### src/rtl/uart_pkg.sv
// Shared constants and FSM encoding for the UART receiver.
package uart_pkg;

    typedef enum logic [1:0] {
        IDLE  = 2'd0,
        START = 2'd1,
        DATA  = 2'd2,
        STOP  = 2'd3
    } state_t;

    localparam int DIV_9600  = 326;
    localparam int DIV_2400  = 1302;
    localparam int SAMPLE_PT = 7;

    localparam int WORD7 = 7;
    localparam int WORD8 = 8;
    localparam int STOP1 = 1;
    localparam int STOP2 = 2;

endpackage

### src/rtl/uart_os_tick.sv
// 16x oversampling tick divider; held at zero while restart is high.
module uart_os_tick #(
    parameter int DIV_9600 = 326,
    parameter int DIV_2400 = 1302
) (
    input  logic clk,
    input  logic rst,
    input  logic rate_sel,
    input  logic restart,
    output logic tick
);
    logic [15:0] cnt;
    logic [15:0] div_m1;

    assign div_m1 = rate_sel ? 16'(DIV_9600 - 1) : 16'(DIV_2400 - 1);
    assign tick   = !restart && (cnt == div_m1);

    always_ff @(posedge clk) begin
        if (rst || restart || cnt == div_m1)
            cnt <= '0;
        else
            cnt <= cnt + 16'd1;
    end

endmodule

### src/rtl/uart_rx.sv
// UART receiver: 16x oversampled mid-bit sampling, framing and
// alternating all-0/all-1 pattern checking.
module uart_rx #(
    parameter int DIV_9600 = uart_pkg::DIV_9600,
    parameter int DIV_2400 = uart_pkg::DIV_2400
) (
    input  logic       clk,
    input  logic       rst,
    input  logic       rxd,
    input  logic       word8,
    input  logic       stop2,
    input  logic       rate_sel,
    output logic [7:0] data,
    output logic       data_valid,
    output logic       frame_err,
    output logic       pattern_err,
    output logic       busy
);
    import uart_pkg::*;

    state_t     state;
    logic       s1, s2, s3;
    logic [3:0] tidx;
    logic [3:0] bcnt;
    logic [7:0] sh, prev;
    logic       w8_l, st2_l, rate_l, ferr;
    logic       tick;

    logic [7:0] char_c;
    logic [7:0] full;
    logic       same, pat_bad;
    logic [3:0] last_bit, last_stop;

    uart_os_tick #(.DIV_9600(DIV_9600), .DIV_2400(DIV_2400)) u_tick (
        .clk      (clk),
        .rst      (rst),
        .rate_sel (rate_l),
        .restart  (state == IDLE),
        .tick     (tick)
    );

    // In 7-bit mode the LSB-first shift leaves the char in sh[7:1].
    always_comb begin
        char_c    = w8_l ? sh : {1'b0, sh[7:1]};
        full      = w8_l ? 8'hFF : 8'h7F;
        same      = w8_l ? (char_c == prev) : (char_c[6:0] == prev[6:0]);
        pat_bad   = !(char_c == 8'h00 || char_c == full) || same;
        last_bit  = w8_l  ? 4'(WORD8 - 1) : 4'(WORD7 - 1);
        last_stop = st2_l ? 4'(STOP2 - 1) : 4'(STOP1 - 1);
    end

    always_ff @(posedge clk) begin
        if (rst) begin
            state       <= IDLE;
            s1          <= 1'b1;
            s2          <= 1'b1;
            s3          <= 1'b1;
            tidx        <= '0;
            bcnt        <= '0;
            sh          <= '0;
            prev        <= '0;
            w8_l        <= 1'b0;
            st2_l       <= 1'b0;
            rate_l      <= 1'b0;
            ferr        <= 1'b0;
            data        <= '0;
            data_valid  <= 1'b0;
            frame_err   <= 1'b0;
            pattern_err <= 1'b0;
            busy        <= 1'b0;
        end else begin
            s1         <= rxd;
            s2         <= s1;
            s3         <= s2;
            data_valid <= 1'b0;
            case (state)
                IDLE: if (s3 && !s2) begin
                    state  <= START;
                    busy   <= 1'b1;
                    tidx   <= '0;
                    w8_l   <= word8;
                    st2_l  <= stop2;
                    rate_l <= rate_sel;
                end
                START: if (tick) begin
                    if (tidx == 4'(SAMPLE_PT)) begin
                        if (!s2) begin
                            state <= DATA;
                            tidx  <= '0;
                            bcnt  <= '0;
                        end else begin
                            state <= IDLE;
                            busy  <= 1'b0;
                        end
                    end else begin
                        tidx <= tidx + 4'd1;
                    end
                end
                // Index 15 after the start-bit reset lands 16 ticks on: mid-bit.
                DATA: if (tick) begin
                    tidx <= tidx + 4'd1;
                    if (tidx == 4'd15) begin
                        sh   <= {s2, sh[7:1]};
                        bcnt <= bcnt + 4'd1;
                        if (bcnt == last_bit) begin
                            state <= STOP;
                            bcnt  <= '0;
                            ferr  <= 1'b0;
                        end
                    end
                end
                STOP: if (tick) begin
                    tidx <= tidx + 4'd1;
                    if (tidx == 4'd15) begin
                        if (bcnt == last_stop) begin
                            data        <= char_c;
                            frame_err   <= ferr | !s2;
                            pattern_err <= pat_bad;
                            prev        <= char_c;
                            data_valid  <= 1'b1;
                            busy        <= 1'b0;
                            state       <= IDLE;
                        end else begin
                            ferr <= ferr | !s2;
                            bcnt <= bcnt + 4'd1;
                        end
                    end
                end
                default: state <= IDLE;
            endcase
        end
    end

endmodule

### config.mk
export PLATFORM = sky130hd
export DESIGN_NAME = uart_rx
export DESIGN_NICKNAME = d
export VERILOG_FILES = /design/src/rtl/uart_pkg.sv /design/src/rtl/uart_os_tick.sv /design/src/rtl/uart_rx.sv
export SDC_FILE = /design/constraint.sdc
export NUM_CORES = 1
export LEC_CHECK = 0
export BUFFER_PORTS_ARGS = -buffer_cell sky130_fd_sc_hd__buf_2
export CAP_MARGIN = 20
export CORE_ASPECT_RATIO = 0.75
export CORE_MARGIN = 10
export CORE_UTILIZATION = 25
export CTS_CLUSTER_DIAMETER = 100
export DETAILED_ROUTE_END_ITERATION = 16
export GPL_ROUTABILITY_DRIVEN = 0
export PLACE_DENSITY_LB_ADDON = 0.1
export SKIP_LAST_GASP = 1
export SLEW_MARGIN = 20
export SYNTH_ARGS = -nofsm -noshare
export SYNTH_HDL_FRONTEND = slang
export SYNTH_HIERARCHICAL = 1
export SYNTH_SLANG_ARGS = --single-unit
### constraint.sdc
create_clock -name clk -period 7.5 [get_ports clk]
set_clock_uncertainty 0.1 [all_clocks]
set_input_delay 0.375 -clock clk [delete_from_list [all_inputs] [get_ports clk]]
set_output_delay 0.375 -clock clk [all_outputs]
set_load 0.01 [all_outputs]
# [Yosys cells after proc, flatten, opt, wreduce, memory -nomap -nowiden]
# Cells that the tools add are included.
[classes] add_sub_neg=3 multipliers=0 n_div=0 n_lt_le_gt_ge=0 eq_ne=25 shift=0 n_mux=48 bitwise=4 n_reduce_logical=24
[op_table] op="4-bit 2-to-1 mux" n=13
[op_table] op="2-bit inequality test, second input constant" n=12
[op_table] op="4-bit case mux with 3 select lines" n=2
[op_table] op="2-bit 2-to-1 mux" n=10
[op_table] op="9-bit AND reduction" n=2
[op_table] op="1-bit 2-to-1 mux" n=17
[op_table] op="16-bit by 1-bit adder with 16-bit output, second input constant" n=1
[op_table] op="16-bit equality test" n=1
[op_table] op="8-bit equality test" n=2
[op_table] op="8-bit 2-to-1 mux" n=2
[op_table] op="11-bit 2-to-1 mux" n=1
[op_table] op="4-bit by 1-bit adder with 4-bit output, second input constant" n=2
[op_table] op="8-bit logical NOT" n=1
[op_table] op="2-bit case mux with 4 select lines" n=1
[op_table] op="4-bit AND reduction" n=2
[op_table] op="8-bit AND reduction" n=1
[op_table] op="7-bit equality test" n=1
[op_table] op="7-bit AND reduction" n=1
[op_table] op="3-bit nonzero test" n=2
[op_table] op="2-bit equality test, second input constant" n=2
[op_table] op="4-bit by 1-bit equality test with 1-bit output" n=1
[op_table] op="4-bit by 3-bit equality test with 1-bit output" n=1
[op_table] op="4-bit by 3-bit equality test with 1-bit output, second input constant" n=1
[op_table] op="4-bit equality test, second input constant" n=1
[op_table] op="16 further kinds" n=24
[word_totals] reg_bits=53 latchBits=0 ram_bits=0 rom_bits=0 in_bits=6 wordCells=121 n_memories=0

# [Depth between registers and ports, before layout]
# Gate-level depths: netlist of the first run.
[logic_depth] ltp_word=6 depth_mapped=11

# [Modules after synthesis]
# Netlist of the first run, hierarchy kept.
[modules_own_cells] module="uart_rx" n_inst=1 cells_per_inst=213 area_per_inst_um2=1866.8 seq_area_each_um2=740.7
[modules_own_cells] module="uart_os_tick" n_inst=1 cells_per_inst=86 area_per_inst_um2=780.7 seq_area_each_um2=320.3

# [Worst setup path before layout of the first run]
# Ideal clock, no wire load.
[synth_timing] kind="register -> register" start="reg u_tick.cnt[0]" end="reg tidx[3]" setup_time_ns=0.071 arrival_ns=2.241 slack_ns=5.089 stages_incl_launch_ff=9 n_path_buf=0 synth_period_minus_slack_ns=2.411 cell_sequence="dfxtp_1 > ha_1 > nor4b_1 > o2111ai_2 > nor2_1 > and2_1 > a221oi_1 > or4_1 > a21oi_1"
[synth_between] elab_chain_cells=4
[synth_lines] item="from (decl)" line_no="uart_os_tick.sv:12" source="logic [15:0] cnt;"
[synth_lines] item="from (signal assigned)" line_no="uart_os_tick.sv:22" source="cnt <= cnt + 16'd1;"
[synth_lines] item="16-bit equality test *" line_no="uart_os_tick.sv:16" source="assign tick = !restart && (cnt == div_m1);"
[synth_lines] item="1-bit logical AND *" line_no="uart_os_tick.sv:16"
[synth_lines] item="net tick" line_no="uart_rx.sv:27" source="logic tick;"
[synth_lines] item="2-bit by 1-bit inequality test with 1-bit output (no source line) or 2-bit inequality test (tied branches)"
[synth_lines] item="4-bit AND reduction (no source line) *"
[synth_lines] item="to (signal assigned)" line_no="uart_rx.sv:96" source="tidx <= tidx + 4'd1;"
[synth_lines] item="to (signal assigned)" line_no="uart_rx.sv:101" source="tidx <= tidx + 4'd1;"
[synth_lines] item="to (signal assigned)" line_no="uart_rx.sv:113" source="tidx <= tidx + 4'd1;"
[synth_lines] item="to (decl)" line_no="uart_rx.sv:23" source="logic [3:0] tidx;"
# Mark *: on every way through the listed nets, which the timed path passes. The rest lies on a longest branch.
# A chain may end at the register's enable or synchronous reset.

# [Final worst setup path of the first run]
[layout_timing] start="reg u_tick.cnt[0]" end="reg prev[0]"
[layout_between] elab_chain_cells=3
[layout_lines] item="16-bit equality test" line_no="uart_os_tick.sv:16"
[layout_lines] item="1-bit logical AND" line_no="uart_os_tick.sv:16"
[layout_lines] item="net tick" line_no="uart_rx.sv:27"
[layout_lines] item="4-bit AND reduction (no source line)"
[layout_lines] item="to (signal assigned)" line_no="uart_rx.sv:119" source="prev <= char_c;"
[layout_lines] item="to (decl)" line_no="uart_rx.sv:25" source="logic [7:0] sh, prev;"
# The timed path passes the listed nets, and every way through them passes these cells.

==> impl_metrics.csv, run 1 <==
group,metric,value,unit
layout,final_util,28.7,%
critical_path,arrival,2940,ps
worst_hold_path,holdPathEnd,"s1$_SDFF_PP1_",
die,coreArea,10300,um^2
sta,finalCriticalPeriod,2840,ps
critical_path,r2r-start,"u_tick/cnt[0]$_SDFF_PP0_",
routing,ant_nets,0,
routing,drt_wl_total,6010,um
outcome,status,"finished clean",
critical_path,critical_path_class,"flip-flop to flip-flop",
layout,drive_gt1_share,12.0,%
sta,setup_violations,0,
layout,area_growth,11.9,%
synthesis,synth_fp_nets,309,
synthesis,synth-main-ff-cell,"dfxtp_1",
clock_network,cts_tree,"built",
critical_path,timing.reg2reg.setup_slack,4660,ps
critical_path,worstRegToRegCells,8,
global_route,grt_max_degree,41,
sta,slew_violations,0,
synthesis,ys_seq_area_share,40.1,%
synthesis,yosysTopAreaCell,"dfxtp_1",
synthesis,synth_top_area_share,40.1,%
die,num_rows,32,
flow_run,maxCapViolations,0,
sta,fin_crit_sh,37.9,%
worst_hold_path,hp-start,"rxd",
pwr,vdd_drop_max,0.122,mV
pwr,p_leak,0.940,nW
pwr,p_total,0.523,mW
sta,worst_slew_pin_slew,864,ps
sta,setup_tns,0,ps
clock_network,clock_latency,290,ps
pwr,power.share.switching,21.0,%
die,ios,18,
clock_network,cts_max_level,2,
global_route,grt_pass1_vias,1915,
critical_path,worstPathMaxFanout,18,
synthesis,netlist_top_cells_area,"dfxtp_1 (40%), nor2_1 (7.2%), mux2i_1 (6.8%)",
worst_hold_path,hp-class,"input pin to flip-flop",
routing,dr.pass1.iters,4,
worst_hold_path,hold_depth,2,
synthesis,synth-edff-count,0,
die,initial_core_util,25.6,%
global_route,grt_pass1_wl,10000,um
synthesis,yosysMostFrequentCell,"dfxtp_1",
synthesis,ys_warn_count,6,
pwr,p_per_area,177,nW/um^2
die,die_y,109,um
layout,final_nets,317,
layout,diodes,0,
placement,pre_cts_slack,4630,ps
critical_path,worstSetupEndpointType,"flip-flop",
global_route,grt_antenna_before_repair,0,
pwr,p_seq_share,54.9,%
global_route,grt_use_total,8.01,%
sta,hold_viol,0,
pwr,combPwrFrac,2.8,%
clock_network,clock_path_buffers,2,
placement,hpwl,4220,um
clock_network,clk_pin_slew,70,ps
clock_network,numClockSinks,53,
synthesis,synthCells,299,
synthesis,async_reset_ff_share,0,%
routing,drc,0,
pwr,power_switching,0.110,mW
synthesis,yosys.cell_types.count,52,
clock_network,post-cts-setup-buffers,0,
critical_path,worst_setup_path_start_kind,"flip-flop",
clock_network,ctsResizeCount,0,
sta,max_clock_freq,352,MHz
die,die_width,139,um
routing,via_per_inst,4.68,
sta,finalWorstSetupSlack,4660,ps
clock_network,cts_made_buffers,5,
synthesis,syn_avg_cell_area,8.85,um^2
routing,drtIter0Drc,144,
synthesis,syn-cell-area,2650,um^2
synthesis,ys_ff_latch,53,
global_route,grt-ovfl-total,0,
critical_path,crit_required,7600,ps
routing,num_vias,2080,
routing,post_drt_wl_per_cell,13.5,um
sta,relSlewSlack,42.4,%
pwr,power_frac_clock,42.3,%
pwr,p_int,0.413,mW
clock_network,ctsHoldBuffers,0,
placement,port_buffers,17,
clock_network,cts_root_buf,"clkbuf_16",
critical_path,r2r_end,"prev[0]$_SDFFE_PP0P_",
die,die_area,15100,um^2
sta,rsz0062_at_grt,"no",
synthesis,synth_common_cells,"dfxtp_1 (53), nor2_1 (51), mux2i_1 (18)",
-- worst max-delay path, stage by stage (launching register included) --
cell and delay [ps]:
dfxtp_1 390, ha_1 160, nor4b_1 310, o2111ai_2 200, nor2_1 370, and2_1 290, and4_1 600, nor2_1 90
a311oi_1 240
-- how the worst max path moves through the flow --
stage                        startpoint                      to  cells past startpoint
3_5_place_dp   u_tick/cnt[0]$_SDFF_PP0_    prev[0]$_SDFFE_PP0P_                      8
4_1_cts        u_tick/cnt[0]$_SDFF_PP0_    prev[0]$_SDFFE_PP0P_                      8
3_3_place_gp   u_tick/cnt[0]$_SDFF_PP0_  frame_err$_SDFFE_PP0P_                      8
6_report       u_tick/cnt[0]$_SDFF_PP0_    prev[0]$_SDFFE_PP0P_                      8
5_1_grt        u_tick/cnt[0]$_SDFF_PP0_    prev[0]$_SDFFE_PP0P_                      8
2_1_floorplan  u_tick/cnt[0]$_SDFF_PP0_    tidx[3]$_SDFFE_PP0P_                      8
-- area by class of cell --
| type | count | area, um^2 |
|---|---|---|
| tap | 136 | 170 |
| sequential | 53 | 1060 |
| clock buffer | 8 | 136 |
| multi-input combinational | 226 | 1500 |
| fill | 1121 | 7370 |
| timing repair buffer | 17 | 85.1 |
| inverter | 4 | 15.0 |
-- sequential cells by signal (all words and copies together) (netlist names), 4 cells and up, named ones only --
register,count
u_tick/cnt,16
bcnt,4
tidx,4
prev,8
sh,8
-- cells in the final DEF (no fill, tap or decap), types with 3 or more instances in the layout --
| cell type | count |
|---|---|
| and4_1 | 3 |
| buf_2 | 17 |
| nand2b_1 | 4 |
| nor2b_1 | 7 |
| nor4_1 | 3 |
| nand2_1 | 11 |
| o21ai_0 | 7 |
| xor2_1 | 8 |
| nand4_1 | 7 |
| or2_2 | 3 |
| o2bb2ai_1 | 3 |
| or4_1 | 4 |
| ha_1 | 4 |
| clkbuf_16 | 5 |
| mux2i_1 | 18 |
| nor3_1 | 7 |
| a31oi_1 | 3 |
| or3_1 | 3 |
| a21oi_1 | 15 |
| inv_1 | 4 |
| nor2_1 | 51 |
| a311oi_1 | 4 |
| clkbuf_1 | 3 |
| a211oi_1 | 8 |
| dfxtp_1 | 53 |
| nand3_1 | 9 |
| and2_1 | 3 |
| xnor2_1 | 14 |
-- metal layers --
metal / vias to the layer above / GRT usage, % / wire [um]
met5: - / 0 / 0
met4: 0 / 2.67 / 59
met3: 5 / 2.30 / 254
met2: 34 / 11.4 / 2450
met1: 946 / 11.3 / 3240
li1: 1095 / - / -
-- stage by stage --
stage / std cells / hold slack (ps) / area [um^2]
floorplan: 299 / 289 / 2650
global placement: 436 / 306 / 2830
detailed placement: 436 / 302 / 2830
CTS: 444 / 163 / 2960
global route: 444 / 163 / 2960
finish: 444 / 173 / 2960
-- cells by family after synthesis --
group | share of synthesized area [%]
fa+ha+maj | 1.89
simple gates | 28.1
compound gates | 12.4
flops | 40.1
buf+inv | 3.45
xor+xnor | 7.28
mux | 6.81
-- power by group through the flow --
| stage | sequential [mW] | clock [mW] | combinational (mW) |
|---|---|---|---|
| 2_1_floorplan | 0.291 | 0 | 0.0124 |
| 3_3_place_gp | 0.294 | 0 | 0.0151 |
| 3_5_place_dp | 0.294 | 0 | 0.0152 |
| 4_1_cts | 0.287 | 0.236 | 0.0152 |
| 5_1_grt | 0.287 | 0.249 | 0.0167 |
| 6_report | 0.287 | 0.221 | 0.0147 |
Note: power is estimated with default switching activity, not from simulation.
==> run 2, diff against run 1 <==
ABC_AREA = 1   (was default)
clock period = 2.4 ns   (was 7.5 ns; I/O delays follow)
==> run 2 against run 1 <==
Net effect: synthesized cell count increased by 53%; global-route usage increased by 0.88 points; combinational power grew to 6.4 times the previous value; sequential power grew to 3.1 times the previous value; via count grew 28%; largest cell class unchanged.
==> impl_metrics.csv, run 2 <==
group,metric,value,unit
pwr,vdd_drop_max,0.383,mV
global_route,grt_antenna_before_repair,0,
sta,hold_viol,0,
global_route,grt_pass1_wl,12300,um
flow_run,maxCapViolations,0,
synthesis,synth-edff-count,0,
critical_path,cpMaxStageDelayCell,"dfxtp_1",
critical_path,worstPathMaxFanout,14,
sta,max_clock_freq,469,MHz
synthesis,synth_common_cells,"nand2_1 (146), nor2_1 (62), dfxtp_1 (53)",
placement,placed_cells,633,
critical_path,worstSetupEndpointType,"flip-flop",
synthesis,netlist_top_cells_area,"dfxtp_1 (36%), nand2_1 (18%), nor2_1 (7.8%)",
placement,hpwl,5540,um
sta,relSlewSlack,60.8,%
clock_network,cts_tree,"built",
layout,regMostFlops,"u_tick/cnt",
pwr,power.share.switching,21.7,%
routing,post_drt_wl_per_cell,11.4,um
die,initial_core_util,25.6,%
layout,final_cells,643,
die,die_y,115,um
die,coreArea,11700,um^2
layout,nFillCells,1321,
clock_network,cts_root_buf,"clkbuf_16",
clock_network,post-cts-setup-buffers,0,
critical_path,crit_top_cell,"inv_1",
critical_path,critical_path_buf_inv_count,4,
global_route,grt_max_degree,26,
routing,drc,0,
sta,worst_slew_pin_slew,587,ps
synthesis,synth_top_family_by_area,"simple AND/OR/NAND/NOR gates",
global_route,grt_pass1_vias,2507,
sta,rsz0062_at_grt,"no",
die,die_width,146,um
routing,ant_nets,0,
placement,port_buffers,17,
layout,largest_register_ffs,16,
synthesis,synth_xor_area_share,2.93,%
critical_path,arrival,2220,ps
synthesis,async_reset_ff_share,0,%
pwr,p_per_area,560,nW/um^2
worst_hold_path,hp-class,"input pin to flip-flop",
layout,diodes,0,
synthesis,synth.area.mux_share,0,%
critical_path,crit_chain,"inv_1 -> ha_1 -> inv_1 -> nor2_1 -> nand2_1 -> nor2_1 -> nand3_2 -> nor2_2 -> nand4_1 -> inv_1 -> nand3_2 -> buf_4 -> o21ai_0 -> a21oi_1",
synthesis,ys_warn_count,6,
pwr,combPwrFrac,4.9,%
critical_path,worst_setup_path_start_kind,"flip-flop",
sta,setup_violations,0,
die,num_rows,34,
placement,pre_cts_slack,166,ps
routing,drtIter0Drc,120,
critical_path,critical_path_class,"flip-flop to flip-flop",
layout,final_util,29.7,%
sta,slew_violations,0,
pwr,power_frac_clock,48.8,%
layout,area_growth,15.7,%
synthesis,synth-simple-area-share,42.0,%
synthesis,synth-main-ff-cell,"dfxtp_1",
synthesis,synth-compound-area-share,9.25,%
critical_path,crit_required,2490,ps
clock_network,cts_made_buffers,5,
synthesis,synth_top_area_share,35.5,%
pwr,p_int,1.52,mW
routing,via_per_inst,4.15,
sta,fin_crit_sh,88.8,%
routing,num_vias,2670,
die,ios,18,
clock_network,cts_max_level,2,
clock_network,clock_latency,300,ps
global_route,grt_use_total,8.89,%
outcome,status,"finished clean",
synthesis,yosys.cell_types.count,31,
clock_network,clock_path_buffers,2,
critical_path,slowest_delay,340,ps
synthesis,ys_seq_area_share,35.5,%
layout,reg.largest.list,"u_tick/cnt x16, prev x8, sh x8",
routing,drt_wl_total,7300,um
synthesis,yosysTopAreaCell,"dfxtp_1",
synthesis,syn-cell-area,2990,um^2
layout,final_common_cell,"nand2_1",
synthesis,synthCells,458,
pwr,p_seq_share,46.3,%
sta,finalWorstSetupSlack,269,ps
synthesis,synth_fa_ha_area_share,1.68,%
die,die_area,16800,um^2
layout,final_nets,490,
clock_network,numClockSinks,53,
layout,final_cell_mix,"nand2_1 (145), nor2_1 (61), dfxtp_1 (53)",
synthesis,ys_ff_latch,53,
synthesis,syn_avg_cell_area,6.52,um^2
sta,finalCriticalPeriod,2130,ps
synthesis,yosysMostFrequentCell,"nand2_1",
synthesis,synth_fp_nets,468,
global_route,grt-ovfl-total,0,
pwr,power_switching,0.421,mW
pwr,p_leak,1.44,nW
critical_path,cp_top_family,"simple AND/OR/NAND/NOR gates",
sta,setup_tns,0,ps
routing,dr.pass1.iters,4,
clock_network,clk_pin_slew,70,ps
layout,drive_gt1_share,16.8,%
-- run 2: changes by cell type after synthesis, moves of 8 or more --
cell / before / now
nand2_1: 11 / 146
inv_1: 4 / 38
mux2i_1: 18 / 0
nand3_1: 9 / 26
nor2_2: 1 / 17
o21ai_0: 7 / 19
nor2_1: 51 / 62
xnor2_1: 14 / 3
a21oi_1: 15 / 25
a211oi_1: 8 / 0
clkbuf_1: 10 / 2
o21ai_1: 0 / 8
-- run 2: layer usage --
metal	vias up	global-route usage, %	wire length, um	part of all wire [%]
met1	1161	12.5	4080	56
met5	-	0	0	0
met4	0	2.79	91	1.2
met3	7	2.33	253	3.5
met2	24	12.9	2870	39
li1	1478	-	-	-
-- run 2: power groups by stage --
stage	sequential, mW	combinational, mW	clock, mW
6_report	0.897	0.0942	0.946
3_3_place_gp	0.917	0.0933	0
2_1_floorplan	0.913	0.0771	0
5_1_grt	0.899	0.110	1.01
3_5_place_dp	0.917	0.0928	0
4_1_cts	0.897	0.0957	0.986
-- run 2: timing repair --
| item | 4_1_cts | 5_1_grt |
|---|---|---|
| endpoints found under the hold margin | 2 | 0 |
| hold buffers | 2 | 0 |
| setup endpoints to repair | 0 | 12 |
| resized for setup | 0 | 2 |
-- run 2: worst min-delay path, delay by kind of cell --
| kind | cells | cell delay [ps] |
|---|---|---|
| AO/OA/AOI/OAI | 2 | 180 |
| buffers and inverters | 1 | 70 |
-- run 2: kinds of logic (layout without fill, tap and decap cells) --
logic type	count (synthesis)	after routing
adders and majority gates	4	4
and+or+nand+nor	281	281
DFF	53	53
buffers and inverters	56	79
xor gates and xnor gates	10	10
AOI/OAI and AO/OA	54	54
-- run 2: area by class of cell --
class                           count  area [um^2]  share of cell area, %
Clock inverter                      3         65.1                   1.88
Sequential cell                    53         1060                   30.7
Clock buffer                        5          125                   3.62
Timing Repair Buffer               26          158                   4.56
Multi-Input combinational cell    349         1680                   48.4
Inverter                           45          171                   4.96
Tap cell                          162          203                   5.86
-- run 2: path summary, 6_finish.rpt --
check	from	endpoint	slack, ps	depth (start not counted)
setup / recovery	u_tick/cnt[1]$_SDFF_PP0_	prev[6]$_SDFFE_PP0P_	270	14
hold / removal	stop2	st2_l$_SDFFE_PP0P_	10	3
setup reg to reg	u_tick/cnt[1]$_SDFF_PP0_	prev[6]$_SDFFE_PP0P_	270	14
hold reg to reg	s1$_SDFF_PP1_	s2$_SDFF_PP1_	310	1
-- run 2: per-stage QoR --
| step | hold slack [ps] | power, mW | cell area [um^2] |
|---|---|---|---|
| after floorplan | 124 | 0.990 | 2990 |
| after global placement | 207 | 1.01 | 3240 |
| after detailed placement | 207 | 1.01 | 3240 |
| after CTS | 3.75 | 1.98 | 3450 |
| after global routing | 50.9 | 2.02 | 3460 |
| final | 12.4 | 1.94 | 3460 |
